File: src/rtl/popcount_sequencer.sv
// Streams a WIDTH-bit word one nibble per cycle through a shared one-hot ones-counter and accumulates its popcount.
// Optional POPSEQ_EARLY_EXIT_EN: finish as soon as the remaining shifted word is all zero.
module popcount_sequencer #(
  parameter int WIDTH = 16,
  localparam int NIB = WIDTH / 4,
  localparam int CW = $clog2(WIDTH + 1)
) (
  input  logic             clk,
  input  logic             reset,
  input  logic             in_valid,
  output logic             in_ready,
  input  logic [WIDTH-1:0] in_data,
  output logic             out_valid,
  input  logic             out_ready,
  output logic [CW-1:0]    out_count,
  output logic             out_zero,
  output logic             out_all_ones,
  output logic             busy
);
  localparam int IW = (NIB > 1) ? $clog2(NIB) : 1;

  // state | meaning
  // IDLE  | waiting for a word
  // RUN   | one nibble per cycle through the ones-counter
  // DONE  | result presented, waiting for out_ready
  localparam logic [1:0] IDLE = 2'd0;
  localparam logic [1:0] RUN  = 2'd1;
  localparam logic [1:0] DONE = 2'd2;

  logic [1:0]       state;
  logic [WIDTH-1:0] sreg;
  logic [WIDTH-1:0] sreg_next;
  logic [IW-1:0]    nib_idx;
  logic [CW-1:0]    acc;
  logic [CW-1:0]    sum;
  logic [2:0]       raw_ones;
  logic [4:0]       onehot;
  logic [2:0]       nib_ones;
  logic             last_pass;

  assign in_ready = (state == IDLE);
  assign busy     = (state != IDLE);

  // Shared ones-counter stage: bit k of onehot set iff k inputs are high.
  always_comb begin
    raw_ones = {2'b00, sreg[0]} + {2'b00, sreg[1]} + {2'b00, sreg[2]} + {2'b00, sreg[3]};
    onehot   = 5'd1 << raw_ones;
  end

  always_comb begin
    nib_ones = 3'd0;
    case (onehot)
      5'b00001: nib_ones = 3'd0;
      5'b00010: nib_ones = 3'd1;
      5'b00100: nib_ones = 3'd2;
      5'b01000: nib_ones = 3'd3;
      5'b10000: nib_ones = 3'd4;
      default:  nib_ones = 3'd0;
    endcase
  end

  always_comb begin
    sum       = acc + CW'(nib_ones);
    sreg_next = sreg >> 4;
`ifdef POPSEQ_EARLY_EXIT_EN
    last_pass = (nib_idx == IW'(NIB - 1)) || (sreg_next == '0);
`else
    last_pass = (nib_idx == IW'(NIB - 1));
`endif
  end

  always_ff @(posedge clk) begin
    if (reset) begin
      state        <= IDLE;
      sreg         <= '0;
      nib_idx      <= '0;
      acc          <= '0;
      out_valid    <= 1'b0;
      out_count    <= '0;
      out_zero     <= 1'b0;
      out_all_ones <= 1'b0;
    end else begin
      case (state)
        IDLE: begin
          if (in_valid) begin
            sreg    <= in_data;
            acc     <= '0;
            nib_idx <= '0;
            state   <= RUN;
          end
        end
        RUN: begin
          acc     <= sum;
          sreg    <= sreg_next;
          nib_idx <= nib_idx + IW'(1);
          if (last_pass) begin
            state        <= DONE;
            out_count    <= sum;
            out_zero     <= (sum == '0);
            out_all_ones <= (sum == CW'(WIDTH));
            out_valid    <= 1'b1;
          end
        end
        DONE: begin
          if (out_ready) begin
            out_valid <= 1'b0;
            state     <= IDLE;
          end
        end
        default: state <= IDLE;
      endcase
    end
  end
endmodule

File: config.mk
export PLATFORM = sky130hd
export DESIGN_NAME = popcount_sequencer
export DESIGN_NICKNAME = d
export VERILOG_FILES = /design/src/rtl/popcount_sequencer.sv
export SDC_FILE = /design/constraint.sdc
export NUM_CORES = 1
export LEC_CHECK = 0
export CAP_MARGIN = 20
export CORE_UTILIZATION = 42
export CTS_CLUSTER_DIAMETER = 100
export CTS_CLUSTER_SIZE = 14
export DETAILED_ROUTE_END_ITERATION = 10
export GPL_TIMING_DRIVEN = 0
export PLACE_DENSITY = 0.71
export SLEW_MARGIN = 25
export SYNTH_ARGS = -nofsm -noshare
export SYNTH_HDL_FRONTEND = slang
export SYNTH_SLANG_ARGS = --single-unit
File: constraint.sdc
create_clock -name clk -period 3.8 [get_ports clk]
set_clock_uncertainty 0.2 [all_clocks]
set_input_delay 0.57 -clock clk [delete_from_list [all_inputs] [get_ports clk]]
set_output_delay 0.57 -clock clk [all_outputs]
set_load 0.05 [all_outputs]
==> impl_results.md <==
* Max incr delay on CP at 490 ps
* Via count at 1370
* Post-Syn Nets at 208
* Max Root-Sink Buffers at 2
* Switching share of power at 27.3%
* Peak supply drop at 0.000239 V
* Num rows at 22
* Inserted Clock Buffers at 5
* Yosys reg bits at 33
* Total Power at 0.768 mW
* Pwr/cell area at 376 nW/um2
* CP bufs+invs at 0
* Hpwl dp at 2380 um
* Root buf cell: clkbuf_8
* Sequential Power Share at 48.8%
* CP max-delay cell: fa_1
* Largest net degree at the start of global routing at 11
* EDFF count, synth at 0
* Fraction of the yosys area taken by sequential cells at 40.8%
* WL final at 3270 um
* Post-CTS setup buffers at 0
* Gate Count Post-Synth at 180
* Pint at 0.558 mW
* Critical setup path kind: reg2reg
* Chip height at 64.1 um
* First-pass GRT wire length at 6000 um
* Crit. Startpoint: sreg[0]
* Avg Cell Area, Syn at 9.00 um2
* Rel. slew slack at 61.5%
* Routed wire per std cell at 12.4 um
* Hold Vio Cnt, Final at 0
* Drt first pass iters at 4
* Post-synthesis cell type count at 41
* Outcome: finished clean
* Worst R2R Start: sreg[0]
* Min Tclk post-route at 3030 ps
* Htree depth at 2
* Vias per cell at 5.19
* Area grow syn2layout at 26.1%
* Synth async-reset ratio at 0%
* FMAX at 330 MHz
* Unrepaired setup endpoints after global routing: no
* Grt total ovfl at 0
* CP Cell Sequence: fa_1 -> ha_1 -> ha_1 -> nor2b_1 -> ha_1 -> fa_1 -> or3_1 -> nor3_2 -> a32o_1
* Final Slew Violations at 0
* Post_cts resized at 0
* Initial antenna violation count at 0
* Ant. Diodes at 0
* Crit path DAT at 3050 ps
* Worst hold path type: reg2reg
* Skew-Pair Late Insertion Delay at 280 ps
* Most used cell, CP: ha_1
* GP Congestion at 0.776
* Slew @ Worst Pin at 578 ps
* Warnings, synthesis at 0
* Share of cells above drive strength 1 at 14.4%
* All-layer global routing usage at 19.0%
* Initial core utilization at 43.9%
* Layout Nets at 243
* Mapped Area at 1620 um2
* Buffers on Ports at 28
* Period Utilization, post-route at 79.7%
* DRC viols at 0
* Pre-CTS setup slack at 793 ps
* Core area at 3690 um2
* WP data required at 3830 ps
* Commonest register cell after synthesis: dfxtp_1
* Num ports at 30
* Routed Antenna Nets at 0
* Setup_tns at 0 ps
* CP Max Fanout at 3
* # hold bufs at CTS at 0
* Max-cap violations at 0
* Setup crit end kind: register
* Vias in the first global route at 1338
* CTS tree: yes
* Logic pwr share at 18.7%
* Reg clk slew, reported paths at 70 ps
* Final WS setup at 772 ps
* Sink Count at 33
* P_sw at 0.210 mW
* Iteration-0 DRC Markers at 47
* Area of the die at 4110 um2
* HP Start: out_count[1]
* Most frequent cells in the layout: dfxtp_1 (33), nand2_1 (31), nor2_1 (30)
* Hold WS at 258 ps
* Clk pwr share at 32.5%
* Commonest non-fill, non-tap cell in the layout: dfxtp_1
* CP Launch Type: register
* Die Wd at 64.1 um
* Final Setup Violations at 0
* Critical path's top delay family: adder cells
* Leak at 0.811 nW
worst reg2reg max path, cell delays in order (launching register included):
cell	delay [ps]
dfxtp_1	330
fa_1	490
ha_1	200
ha_1	210
nor2b_1	140
ha_1	200
fa_1	490
or3_1	400
nor3_2	150
a32o_1	180
synth_stat cells (3+ instances only):
cell / instances / share of area (%)
a311oi_1: 8 / 4.3
nand2b_1: 3 / 1.2
buf_6: 3 / 2.1
nand2_1: 31 / 7.2
dfxtp_1: 33 / 41
a311oi_2: 5 / 4.6
buf_4: 3 / 1.4
a22oi_1: 4 / 1.9
clkbuf_1: 4 / 0.93
a21oi_1: 10 / 3.1
nor2_1: 30 / 6.9
a32oi_1: 3 / 1.6
ha_1: 6 / 4.6
final timing paths:
path                                endpoint  slack, ps  depth (start not counted)
worst max-delay path            out_all_ones        770                          9
worst min-delay path            out_count[1]        260                          2
worst max register to register  out_all_ones        770                          9
worst min register to register  out_count[1]        260                          2
area by class of cell:
cell class,instances,area (um2)
flip-flops and latches,33,661
plain buffers,12,81.3
clock buffers,6,72.6
fillers,368,1650
repair buffers,28,280
multi-input cells,133,871
well taps,48,60.1
inverters,2,7.51
clock inverters,2,10.0
flip-flops by register name, indices dropped and copies added (netlist names):
name	count
acc	5
nib_idx	2
out_all_ones	1
out_count	5
out_valid	1
out_zero	1
sreg	16
state	2
metrics by stage:
stage               cells  utilization (%)  instance area, um2
floorplan             180                -                1620
global placement      256             53.2                1960
detailed placement    256             53.2                1960
CTS                   264             55.4                2040
global route          264             55.4                2040
finish                264             55.4                2040
routing by layer:
| metal | track usage [%] | up-vias | share of wire [%] |
|---|---|---|---|
| li1 | - | 701 | - |
| met1 | 23.7 | 637 | 48 |
| met2 | 31.4 | 30 | 48 |
| met5 | 0 | - | 0 |
| met3 | 5.89 | 2 | 4.4 |
| met4 | 5.83 | 0 | 0.24 |
power by group through the flow:
stage / logic (mW) / registers [mW] / clock network [mW]
finish: 0.144 / 0.374 / 0.250
floorplan: 0.0973 / 0.381 / 0
global placement: 0.142 / 0.381 / 0
CTS: 0.145 / 0.374 / 0.260
detailed placement: 0.144 / 0.382 / 0
global route: 0.161 / 0.376 / 0.277
cell families after synthesis:
family	after synthesis	share of synthesized area, %
buffers and inverters	14	5.48
DFF	33	40.8
and+or+nand+nor	82	24.1
xor gates and xnor gates	2	1.08
adders and majority gates	8	7.10
AOI/OAI and AO/OA	40	20.9
muxes	1	0.618
Power figures use the tool's default switching activity.
